<file path="src/rtl/median_pkg.sv">
// ---------------------------------------------------------------------------
// median_pkg
// Shared definitions for the median quickselect sequencer: window sizing,
// first-pass pivot, pass limit, FSM state encoding, replay-partition codes
// and the floor-midpoint helper used to pick the next pivot.
// ---------------------------------------------------------------------------
package median_pkg;

  localparam int BUFF_SIZE     = 32;
  localparam int BUFF_SIZE_BIT = $clog2(BUFF_SIZE) + 1;
  localparam logic [7:0] INIT_PIVOT = 8'd128;
  localparam int MAX_PASS      = 10;

  typedef logic [BUFF_SIZE_BIT-1:0] size_t;

  typedef enum logic [2:0] {
    ST_IDLE   = 3'd0,
    ST_CLEAR  = 3'd1,
    ST_FILL   = 3'd2,
    ST_DECIDE = 3'd3,
    ST_DONE   = 3'd4
  } state_t;

  typedef enum logic [1:0] {
    PART_ALL    = 2'b00,
    PART_LOWER  = 2'b01,
    PART_LARGER = 2'b10
  } part_t;

  // Floor of (a+b)/2 using a 9-bit sum so 255+255 does not wrap.
  function automatic logic [7:0] floor_mid(input logic [7:0] a, input logic [7:0] b);
    logic [8:0] sum;
    sum = {1'b0, a} + {1'b0, b};
    return sum[8:1];
  endfunction

endpackage

</file>
<file path="src/rtl/median_select_ctrl_if.sv">
// ---------------------------------------------------------------------------
// median_select_ctrl_if
// Bundles the three signal groups around the sequencer:
//   request/result : start, in_buff_size, in_median_pos, busy,
//                    result, result_err, result_valid, result_ready
//   datapath status: fill_done, lower/equal/larger_size, min/max extrema
//   datapath ctrl  : pivot, buff_size, send_req, sending, part_sel
// modport master : the sequencer's view (it drives the datapath controls)
// modport slave  : the surrounding source/datapath view
// ---------------------------------------------------------------------------
interface median_select_ctrl_if;
  import median_pkg::*;

  logic        start;
  size_t       in_buff_size;
  size_t       in_median_pos;
  logic        busy;

  logic        fill_done;
  size_t       lower_size;
  size_t       equal_size;
  size_t       larger_size;
  logic [7:0]  min_lower;
  logic [7:0]  max_lower;
  logic [7:0]  min_larger;
  logic [7:0]  max_larger;

  logic [7:0]  pivot;
  size_t       buff_size;
  logic        send_req;
  logic        sending;
  logic [1:0]  part_sel;

  logic [7:0]  result;
  logic        result_err;
  logic        result_valid;
  logic        result_ready;

  modport master (
    input  start, in_buff_size, in_median_pos,
    input  fill_done, lower_size, equal_size, larger_size,
    input  min_lower, max_lower, min_larger, max_larger,
    input  result_ready,
    output busy, pivot, buff_size, send_req, sending, part_sel,
    output result, result_err, result_valid
  );

  modport slave (
    output start, in_buff_size, in_median_pos,
    output fill_done, lower_size, equal_size, larger_size,
    output min_lower, max_lower, min_larger, max_larger,
    output result_ready,
    input  busy, pivot, buff_size, send_req, sending, part_sel,
    input  result, result_err, result_valid
  );

endinterface

</file>
<file path="src/rtl/median_pivot_calc.sv">
// ---------------------------------------------------------------------------
// median_pivot_calc
// Combinational decision for one finished partition pass.
// Inputs : k (rank inside the current set), partition sizes and extrema,
//          current pivot, limit_hit (this pass is the last one allowed).
// Outputs: done/err/result when the search ends, otherwise the next pivot,
//          size, rank and the partition upstream must replay.
// ---------------------------------------------------------------------------
module median_pivot_calc
  import median_pkg::*;
(
  input  size_t       k,
  input  size_t       lower_size,
  input  size_t       equal_size,
  input  size_t       larger_size,
  input  logic [7:0]  min_lower,
  input  logic [7:0]  max_lower,
  input  logic [7:0]  min_larger,
  input  logic [7:0]  max_larger,
  input  logic [7:0]  pivot,
  input  logic        limit_hit,
  output logic        done,
  output logic        err,
  output logic [7:0]  result,
  output logic [7:0]  next_pivot,
  output size_t       next_size,
  output size_t       next_k,
  output part_t       next_part
);

  // One bit wider so lower+equal never wraps at a full window.
  logic [BUFF_SIZE_BIT:0] le_sum;
  logic                   resolved;

  always_comb begin
    le_sum     = {1'b0, lower_size} + {1'b0, equal_size};
    resolved   = 1'b0;
    result     = pivot;
    next_pivot = pivot;
    next_size  = lower_size;
    next_k     = k;
    next_part  = PART_ALL;

    if (k < lower_size) begin
      if (lower_size == size_t'(1) || min_lower == max_lower) begin
        resolved = 1'b1;
        result   = min_lower;
      end else begin
        next_size  = lower_size;
        next_pivot = floor_mid(min_lower, max_lower);
        next_part  = PART_LOWER;
      end
    end else if ({1'b0, k} < le_sum) begin
      resolved = 1'b1;
      result   = pivot;
    end else begin
      next_k = k - lower_size - equal_size;
      if (larger_size == size_t'(1) || min_larger == max_larger) begin
        resolved = 1'b1;
        result   = min_larger;
      end else begin
        next_size  = larger_size;
        next_pivot = floor_mid(min_larger, max_larger);
        next_part  = PART_LARGER;
      end
    end

    // Out of passes: report the pivot of the pass that failed to resolve.
    err = !resolved && limit_hit;
    if (err) begin
      result = pivot;
    end
    done = resolved || err;
  end

endmodule

</file>
<file path="src/rtl/median_select_ctrl.sv">
// ---------------------------------------------------------------------------
// median_select_ctrl
// Iterative quickselect sequencer for the fill_buffers partition datapath.
// Ports:
//   clk  - clock
//   rst  - asynchronous active-high reset
//   bus  - median_select_ctrl_if.master: start/size/rank request, busy,
//          datapath controls (pivot, buff_size, send_req, sending, part_sel),
//          datapath status (fill_done, partition sizes and extrema) and the
//          result/result_err/result_valid/result_ready handshake.
// Each pass: CLEAR (clear pulse), FILL (wait fill_done), DECIDE (pick the
// partition holding rank k or finish). One median is returned per start.
// ---------------------------------------------------------------------------
module median_select_ctrl #(
  parameter logic [7:0] INIT_PIVOT = median_pkg::INIT_PIVOT,
  parameter int         MAX_PASS   = median_pkg::MAX_PASS
) (
  input logic                clk,
  input logic                rst,
  median_select_ctrl_if.master bus
);
  import median_pkg::*;

  localparam int PASS_W = $clog2(MAX_PASS + 1);
  typedef logic [PASS_W-1:0] pass_t;

  state_t      state_reg,     state_next;
  logic [7:0]  pivot_reg,     pivot_next;
  size_t       buff_size_reg, buff_size_next;
  part_t       part_reg,      part_next;
  logic [7:0]  result_reg,    result_next;
  logic        err_reg,       err_next;
  size_t       k_reg,         k_next;
  pass_t       pass_reg,      pass_next;

  pass_t       pass_inc;
  size_t       size_m1;
  logic        calc_done;
  logic        calc_err;
  logic [7:0]  calc_result;
  logic [7:0]  calc_pivot;
  size_t       calc_size;
  size_t       calc_k;
  part_t       calc_part;

  assign pass_inc = pass_reg + pass_t'(1);
  assign size_m1  = bus.in_buff_size - size_t'(1);

  median_pivot_calc u_calc (
    .k           (k_reg),
    .lower_size  (bus.lower_size),
    .equal_size  (bus.equal_size),
    .larger_size (bus.larger_size),
    .min_lower   (bus.min_lower),
    .max_lower   (bus.max_lower),
    .min_larger  (bus.min_larger),
    .max_larger  (bus.max_larger),
    .pivot       (pivot_reg),
    .limit_hit   (pass_inc >= pass_t'(MAX_PASS)),
    .done        (calc_done),
    .err         (calc_err),
    .result      (calc_result),
    .next_pivot  (calc_pivot),
    .next_size   (calc_size),
    .next_k      (calc_k),
    .next_part   (calc_part)
  );

  // State and datapath-control registers.
  always_ff @(posedge clk or posedge rst) begin
    if (rst) begin
      state_reg     <= ST_IDLE;
      pivot_reg     <= INIT_PIVOT;
      buff_size_reg <= '0;
      part_reg      <= PART_ALL;
      result_reg    <= '0;
      err_reg       <= 1'b0;
      k_reg         <= '0;
      pass_reg      <= '0;
    end else begin
      state_reg     <= state_next;
      pivot_reg     <= pivot_next;
      buff_size_reg <= buff_size_next;
      part_reg      <= part_next;
      result_reg    <= result_next;
      err_reg       <= err_next;
      k_reg         <= k_next;
      pass_reg      <= pass_next;
    end
  end

  // Next-state and next-register values.
  always_comb begin
    state_next     = state_reg;
    pivot_next     = pivot_reg;
    buff_size_next = buff_size_reg;
    part_next      = part_reg;
    result_next    = result_reg;
    err_next       = err_reg;
    k_next         = k_reg;
    pass_next      = pass_reg;

    case (state_reg)
      ST_IDLE: begin
        if (bus.start) begin
          if (bus.in_buff_size == '0) begin
            result_next = '0;
            err_next    = 1'b1;
            state_next  = ST_DONE;
          end else begin
            // Clamp the rank into the window so a pass always resolves.
            k_next         = (bus.in_median_pos > size_m1) ? size_m1 : bus.in_median_pos;
            pivot_next     = INIT_PIVOT;
            buff_size_next = bus.in_buff_size;
            part_next      = PART_ALL;
            pass_next      = '0;
            err_next       = 1'b0;
            state_next     = ST_CLEAR;
          end
        end
      end
      ST_CLEAR: begin
        state_next = ST_FILL;
      end
      ST_FILL: begin
        if (bus.fill_done) begin
          state_next = ST_DECIDE;
        end
      end
      ST_DECIDE: begin
        pass_next = pass_inc;
        if (calc_done) begin
          result_next = calc_result;
          err_next    = calc_err;
          state_next  = ST_DONE;
        end else begin
          pivot_next     = calc_pivot;
          buff_size_next = calc_size;
          k_next         = calc_k;
          part_next      = calc_part;
          state_next     = ST_CLEAR;
        end
      end
      ST_DONE: begin
        if (bus.result_ready) begin
          err_next   = 1'b0;
          state_next = ST_IDLE;
        end
      end
      default: begin
        state_next = ST_IDLE;
      end
    endcase
  end

  // Outputs decoded from state; all zero in IDLE so reset values fall out.
  always_comb begin
    bus.busy         = (state_reg != ST_IDLE);
    bus.send_req     = (state_reg == ST_CLEAR);
    // Hold the datapath count from the decision until the handshake.
    bus.sending      = (state_reg == ST_DECIDE) || (state_reg == ST_DONE);
    bus.result_valid = (state_reg == ST_DONE);
  end

  assign bus.pivot      = pivot_reg;
  assign bus.buff_size  = buff_size_reg;
  assign bus.part_sel   = part_reg;
  assign bus.result     = result_reg;
  assign bus.result_err = err_reg;

endmodule

</file>
<file path="src/flat_wrapper.sv">
// flat-port wrapper written by rule: the top's interface ports become plain ports
module median_select_ctrl_flat import median_pkg::*;
#(
  parameter logic [7:0] INIT_PIVOT = median_pkg::INIT_PIVOT,
  parameter int         MAX_PASS   = median_pkg::MAX_PASS
)
  (clk, rst, bus_start, bus_in_buff_size, bus_in_median_pos, bus_fill_done, bus_lower_size, bus_equal_size, bus_larger_size, bus_min_lower, bus_max_lower, bus_min_larger, bus_max_larger, bus_result_ready, bus_busy, bus_pivot, bus_buff_size, bus_send_req, bus_sending, bus_part_sel, bus_result, bus_result_err, bus_result_valid);
  median_select_ctrl_if bus_i ();
  input logic clk;
  input logic rst;
  input wire logic [$bits(bus_i.start)-1:0] bus_start;
  input wire logic [$bits(bus_i.in_buff_size)-1:0] bus_in_buff_size;
  input wire logic [$bits(bus_i.in_median_pos)-1:0] bus_in_median_pos;
  input wire logic [$bits(bus_i.fill_done)-1:0] bus_fill_done;
  input wire logic [$bits(bus_i.lower_size)-1:0] bus_lower_size;
  input wire logic [$bits(bus_i.equal_size)-1:0] bus_equal_size;
  input wire logic [$bits(bus_i.larger_size)-1:0] bus_larger_size;
  input wire logic [$bits(bus_i.min_lower)-1:0] bus_min_lower;
  input wire logic [$bits(bus_i.max_lower)-1:0] bus_max_lower;
  input wire logic [$bits(bus_i.min_larger)-1:0] bus_min_larger;
  input wire logic [$bits(bus_i.max_larger)-1:0] bus_max_larger;
  input wire logic [$bits(bus_i.result_ready)-1:0] bus_result_ready;
  output wire logic [$bits(bus_i.busy)-1:0] bus_busy;
  output wire logic [$bits(bus_i.pivot)-1:0] bus_pivot;
  output wire logic [$bits(bus_i.buff_size)-1:0] bus_buff_size;
  output wire logic [$bits(bus_i.send_req)-1:0] bus_send_req;
  output wire logic [$bits(bus_i.sending)-1:0] bus_sending;
  output wire logic [$bits(bus_i.part_sel)-1:0] bus_part_sel;
  output wire logic [$bits(bus_i.result)-1:0] bus_result;
  output wire logic [$bits(bus_i.result_err)-1:0] bus_result_err;
  output wire logic [$bits(bus_i.result_valid)-1:0] bus_result_valid;
  assign bus_i.start = bus_start;
  assign bus_i.in_buff_size = bus_in_buff_size;
  assign bus_i.in_median_pos = bus_in_median_pos;
  assign bus_i.fill_done = bus_fill_done;
  assign bus_i.lower_size = bus_lower_size;
  assign bus_i.equal_size = bus_equal_size;
  assign bus_i.larger_size = bus_larger_size;
  assign bus_i.min_lower = bus_min_lower;
  assign bus_i.max_lower = bus_max_lower;
  assign bus_i.min_larger = bus_min_larger;
  assign bus_i.max_larger = bus_max_larger;
  assign bus_i.result_ready = bus_result_ready;
  assign bus_busy = bus_i.busy;
  assign bus_pivot = bus_i.pivot;
  assign bus_buff_size = bus_i.buff_size;
  assign bus_send_req = bus_i.send_req;
  assign bus_sending = bus_i.sending;
  assign bus_part_sel = bus_i.part_sel;
  assign bus_result = bus_i.result;
  assign bus_result_err = bus_i.result_err;
  assign bus_result_valid = bus_i.result_valid;
  median_select_ctrl #(.INIT_PIVOT(INIT_PIVOT), .MAX_PASS(MAX_PASS)) u_core (.clk(clk), .rst(rst), .bus(bus_i));
endmodule
</file>
<file path="config.mk">
export PLATFORM = sky130hd
export DESIGN_NAME = median_select_ctrl_flat
export DESIGN_NICKNAME = d
export VERILOG_FILES = /design/src/rtl/median_pkg.sv /design/src/rtl/median_select_ctrl_if.sv /design/src/rtl/median_pivot_calc.sv /design/src/rtl/median_select_ctrl.sv /design/src/flat_wrapper.sv
export SDC_FILE = /design/constraint.sdc
export NUM_CORES = 1
export LEC_CHECK = 0
export ABC_AREA = 1
export BUFFER_PORTS_ARGS = -buffer_cell sky130_fd_sc_hd__clkbuf_2
export CORE_MARGIN = 1
export CORE_UTILIZATION = 40
export DETAILED_ROUTE_END_ITERATION = 8
export PLACE_DENSITY_LB_ADDON = 0.15
export SYNTH_ARGS = -nofsm -noshare
export SYNTH_HDL_FRONTEND = slang
export SYNTH_HIERARCHICAL = 1
export SYNTH_SLANG_ARGS = --single-unit
</file>
<file path="constraint.sdc">
create_clock -name clk -period 4.15 [get_ports clk]
set_input_delay 1.245 -clock clk [delete_from_list [all_inputs] [get_ports clk]]
set_output_delay 1.245 -clock clk [all_outputs]
set_load 0.05 [all_outputs]
</file>
# Yosys cells after proc, flatten, opt, wreduce, memory -nomap -nowiden
# Index checks and enable logic that the tools add are counted.
# totals
ff_bits,38
latch_bits,0
mem_bits_rw,0
rom_bits,0
out_inout_bits,29
word_cells,114
mem_count,0
# classes
n_addsub,7
n_mul,0
div,0
n_lt_le_gt_ge,4
eq_ne,20
n_shift,0
n_mux,57
n_bitwise,0
n_reduce_logical,18
# op_table
operator,count
$mux 8,15
$mux 6,12
$pmux 8 s2,2
$pmux 6 s2,2
$add 8x8->9,2
$eq 8x8->1,2
$mux 3,5
$pmux 3 s5,1
$ne 2x2->1 const B,7
$eq 6x1->1 const B,2
$mux 2,6
$reduce_and 4->1,3
$sub 6x6->6,2
$mux 1,9
$ne 3x3->1 const B,3
$mux 4,2
$pmux 4 s2,1
$add 6x6->7,1
$lt 6x7->1,1
$reduce_and 7->1,1
$eq 3x2->1 const B,2
$gt 6x6->1,1
$logic_not 6->1,1
$lt 6x6->1,1
other kinds (16),22

# Depth between registers and ports, before layout
# logic_depth
word_depth,10
ltp_mapped,23
mapped_depth_nobuf,22

# Hierarchy
# Netlist, hierarchy kept.
# modules_own_cells
mod,instances,cells_each,area_each_um2,seq_area_each_um2
median_pivot_calc,1,481,2740.1,0.0
median_select_ctrl,1,280,2150.8,952.2

# Least setup slack after synthesis
# No wires, ideal clock.
# synth_timing
kind,input port to flip-flop
startpoint,input port bus_lower_size[2]
endpoint,register u_core.result_reg[0] (netlist: u_core/bus.result[0])
arrival_time_ns,4.076
required_time_ns,4.032
slack_ns,-0.044
cell_stages,23
n_path_buf,1
cell_sequence,inv_1 > ha_1 > a21oi_1 > nand2_1 > nand2_1 > nand2_1 > a21oi_1 > xor2_1 > ha_1 > and3_1 > nand2_1 > nand2_1 > nand4_4 > clkinv_4 > buf_12 > o21ai_1 > nor2_4 > inv_2 > o21ai_2 > nor2_4 > inv_4 > nand2_1 > nand2_1
# synth_via
elab_chain_cells,9
elab_cells_between_ends,19
classes_between,1 x add/sub; 2 x order compare; 2 x eq/ne; 9 x mux; 5 x reduce/logical
# synth_rtl
item,line_no,rtl
start: declaration,flat_wrapper.sv:15,input wire logic [$bits(bus_i.lower_size)-1:0] bus_lower_size;
$add 6x6->7 or $eq 6x1->1 (tied branches),"median_pivot_calc.sv:36, median_pivot_calc.sv:45",
$lt 6x7->1 or $logic_or 1x1->1 (tied branches),"median_pivot_calc.sv:53, median_pivot_calc.sv:45",
"$mux 1, on equally long branches","median_pivot_calc.sv:53, median_pivot_calc.sv:45",
$mux 1 (*),median_pivot_calc.sv:44,if (k < lower_size) begin
$logic_not 1->1,median_pivot_calc.sv:69,err = !resolved && limit_hit;
$logic_and 1x1->1,median_pivot_calc.sv:69,
$logic_or 1x1->1 (*),median_pivot_calc.sv:73,done = resolved || err;
via u_core.calc_done,median_select_ctrl.sv:38,logic calc_done;
$ne 2x1->1 (no line) (*),--,
$reduce_and 4->1 (no line) (*),--,
end signal: assignment,median_select_ctrl.sv:85,result_reg <= result_next;
end: declaration,median_select_ctrl.sv:31,"logic [7:0] result_reg, result_next;"
# The timed path passes the listed nets; every way through them passes the cells marked *. The select of a mux whose other input is x is not followed.
# A chain may end at the register's enable or synchronous reset.

# Worst setup path in the final report
# layout_timing
startpoint,input port bus_equal_size[2]
endpoint,register u_core.result_reg[0] (netlist: u_core/bus.result[0])
# layout_via
elab_chain_cells,9
elab_cells_between_ends,14
classes_between,1 x add/sub; 1 x order compare; 1 x eq/ne; 7 x mux; 4 x reduce/logical
# layout_rtl
item,line_no,rtl
start: declaration,flat_wrapper.sv:16,input wire logic [$bits(bus_i.equal_size)-1:0] bus_equal_size;
$add 6x6->7 (*),median_pivot_calc.sv:36,"le_sum = {1'b0, lower_size} + {1'b0, equal_size};"
$lt 6x7->1 (*),median_pivot_calc.sv:53,"end else if ({1'b0, k} < le_sum) begin"
$mux 1 (*),median_pivot_calc.sv:53,
$mux 1 (*),median_pivot_calc.sv:44,
$logic_not 1->1,median_pivot_calc.sv:69,
$logic_and 1x1->1,median_pivot_calc.sv:69,
$logic_or 1x1->1 (*),median_pivot_calc.sv:73,
via u_core.calc_done,median_select_ctrl.sv:38,
$ne 2x1->1 (no line) (*),--,
$reduce_and 4->1 (no line) (*),--,
# Marks and branches as above.

==> results by group <==
Worst setup path
  – RR Endpoint: u_core/bus.buff_size[1]
  – Worst reg2reg path depth: 11
  – RR Startpoint: u_core/k_reg[5]
  – Crit path from: bus_equal_size[2]
  – CP Class: in -> reg
  – Max FO, Critical Path: 6
  – FF-to-FF setup slack: roughly 1.6 ns
  – CP arrival: 4.05 ns
  – Critical Path Sink Type: flop
  – Req. time, crit path: 4.38 ns
  – Startpoint Class: input pin

Route
  – DR vias/cell: ~4.9
  – DRT iter0 DRCs: approximately 240
  – 1st-pass router iterations: 5
  – DR WL/cell: 12.7 µm
  – Antenna Nets Post-Route: 0
  – DR vias: 4,953
  – DRC viols: 0
  – DRT Wirelength: 12.9 mm

Power
  – Tot Pwr: 0.00343 W
  – Cell Pwr Density: 596 mW/mm²
  – Leakage: approximately 3.4 nW
  – Maximum vdd drop: 372 µV

Timing
  – Worst slew pin tran: 0.713 ns
  – Period utilization: between 90 and 100%
  – Clock Skew: 0.00633 ns
  – Slew HR: 52.5%
  – Setup_tns: 0 ns
  – Max Freq: 0.261 GHz
  – Fin. max-slew vios: 0
  – Setup violators final: 0
  – RSZ-0062 raised after global routing: no
  – Final hold vios: 0
  – Crit path time final: 3.83 ns
  – Fin worst setup slack: 0.324 ns

Worst hold path
  – Hold EP: u_core/bus.result[6]
  – Beginning of the worst hold path: u_core/bus.result[6]
  – Depth of the worst hold-timing path: 2
  – HP Class: reg -> reg

Clock network
  – TritonCTS Sinks: 38
  – Cts hold-fix bufs: 0
  – Resized Gates After CTS: 0
  – CTS tree: done
  – Clk buf depth: 2
  – Root Buffer: clkbuf_16
  – Post-CTS setup buffers: 0
  – CTS Buf Count: 5
  – Clk Latency, worst-skew pair: roughly 0.29 ns
  – CTS H-Tree Depth: 2
  – Worst-path clk slew: roughly 0.060 ns

Place
  – Setup slack at placement: 0.00269 ns
  – Hpwl dp: around 11 mm
  – Number of buffers added on ports: 95
  – Post-Place Cells: 1,002
  – Routability cong.: 0.864

Global routing
  – Largest net degree at the start of global routing: 39
  – Grt total ovfl: 0
  – Initial antenna violation count: 0
  – Vias in the first global route: 4,739
  – First-pass GRT wire length: 21.7 mm
  – Total GRT Usage: 21.3%

Synthesis
  – Synth cell types: 45
  – EDFF count, synth: 0
  – Mapped Avg Cell Area: 6.43 µm²
  – Syn_nets: roughly 890
  – Sequential area share after synthesis: 19.5%
  – Number of synthesized register bits: 38
  – Ys flop type: dfrtp_1
  – Synthesized cell area: between 0.004 and 0.005 mm²
  – Gate count of the mapped netlist: 761
  – Synth async-reset ratio: 100%
  – Ys Warns: 6

Finish
  – Ratio of cells with drive above 1 in the final layout: between 10% and 20%
  – NumNets Final: 990
  – Number of diodes: 0
  – Synth-to-layout area growth: 17.5%
  – Non-filler cells in the finished layout: between 1,000 and 1,500

Status
  – Status: complete, no violations

Floorplanning
  – Top Ports: 96
  – Die area: 0.0127 mm²
  – Core area: ~0.012 mm²
  – Row Count: 40
  – Initial Util: 40.9%
  – Chip Height: 113 µm
  – Die width: 113 µm

Job
  – Max Cap Viol: 0
## per-layer routing
metal  up-vias  part of all wire (%)  wire [µm]  global-route usage (%)
li1       2602                     -          -                       -
met1      2227                    45       5790                    26.7
met3        12                   4.6        592                    3.62
met2       112                    49       6320                    38.3
met4         0                   1.2        155                    4.44
met5         -                     0          0                       0
## power breakdown
group,switching [W],leakage (nW),internal (W)
sequential,0.000173,0.500,0.000509
clock,0.000156,0.0971,0.000361
combinational,0.00148,2.78,0.000747
total,0.00181,3.38,0.00162
## critical path, stage by stage
cell	delay, ns
clkbuf_2	0.10
inv_1	0.07
ha_1	0.31
a21oi_1	0.15
nand2_1	0.10
nand2_1	0.07
nand2_1	0.06
a21oi_1	0.15
xor2_1	0.17
ha_1	0.26
and3_1	0.18
nand2_1	0.06
nand2_1	0.11
nand4_4	0.13
clkinv_4	0.06
o21ai_2	0.19
nor2_4	0.06
inv_2	0.07
o21ai_2	0.07
nor2_4	0.17
buf_4	0.15
nand3_1	0.06
nand2_1	0.06
## placed cells by master, fill, tap and decap left out, types with 18 or more instances in the layout
cell type	instances
nor2_1	42
ha_1	53
clkbuf_2	95
nand2_1	291
dfrtp_1	37
nand3_1	56
inv_1	96
o21ai_0	34
a21oi_1	22
o21ai_1	18
## synthesized netlist by cell type, types with 2 or more instances
cell,number,area [µm²]
nand2_4,2,22.5
xor2_1,10,87.6
o21ai_1,19,95.1
buf_6,10,113
or2_2,2,12.5
clkbuf_1,2,7.51
o21ai_0,34,170
xnor2_1,7,61.3
nand3_1,56,280
inv_4,2,12.5
fa_1,8,160
nand4_1,8,50.1
buf_4,2,15.0
nor2_1,42,158
nor2_2,6,37.5
buf_2,2,10.0
inv_1,96,360
clkinv_2,2,10.0
o21ai_2,6,52.6
inv_2,4,15.0
dfrtp_1,37,926
ha_1,53,663
nand2_1,291,1090
mux2i_1,2,20.0
a21oi_1,22,110
a21o_1,2,15.0
nand2_2,10,62.6
nor2_4,5,56.3
a31oi_1,3,18.8
## stage by stage
step | hold slack (ns) | util [%] | instance area (µm²)
finish | 0.479 | 48.1 | 5750
global route | 0.502 | 48.1 | 5750
CTS | 0.484 | 48.1 | 5750
detailed placement | 0.466 | 46.4 | 5550
global placement | 0.469 | 46.4 | 5550
floorplan | 0.472 | - | 4890
## worst max-delay path by stage
stage	slack [ns]	depth (start not counted)	endpoint
after floorplan	0.05	23	u_core/bus.result[0]
after global placement	0.08	23	u_core/bus.result[0]
after detailed placement	0.003	23	u_core/bus.result[0]
after CTS	0.30	23	u_core/bus.result[0]
after global routing	0.04	23	u_core/bus.result[3]
final	0.32	23	u_core/bus.result[0]
## kinds of logic after synthesis
logic type | Yosys count | synth area share [%]
AND/OR/NAND/NOR | 430 | 38.2
multiplexers | 2 | 0.409
AO/OA/AOI/OAI | 90 | 10.2
buffers and inverters | 123 | 11.8
flip-flops | 38 | 19.5
adder cells (fa/ha/maj) | 61 | 16.8
XOR/XNOR | 17 | 3.04
## area by class of cell
class	instances	area [µm²]
multi-input cells	600	3370
inverters	105	407
clock inverters	2	60.1
clock buffers	6	139
repair buffers	112	641
fillers	1271	6210
flip-flops and latches	38	952
well taps	147	184
Power figures use the tool's default switching activity.
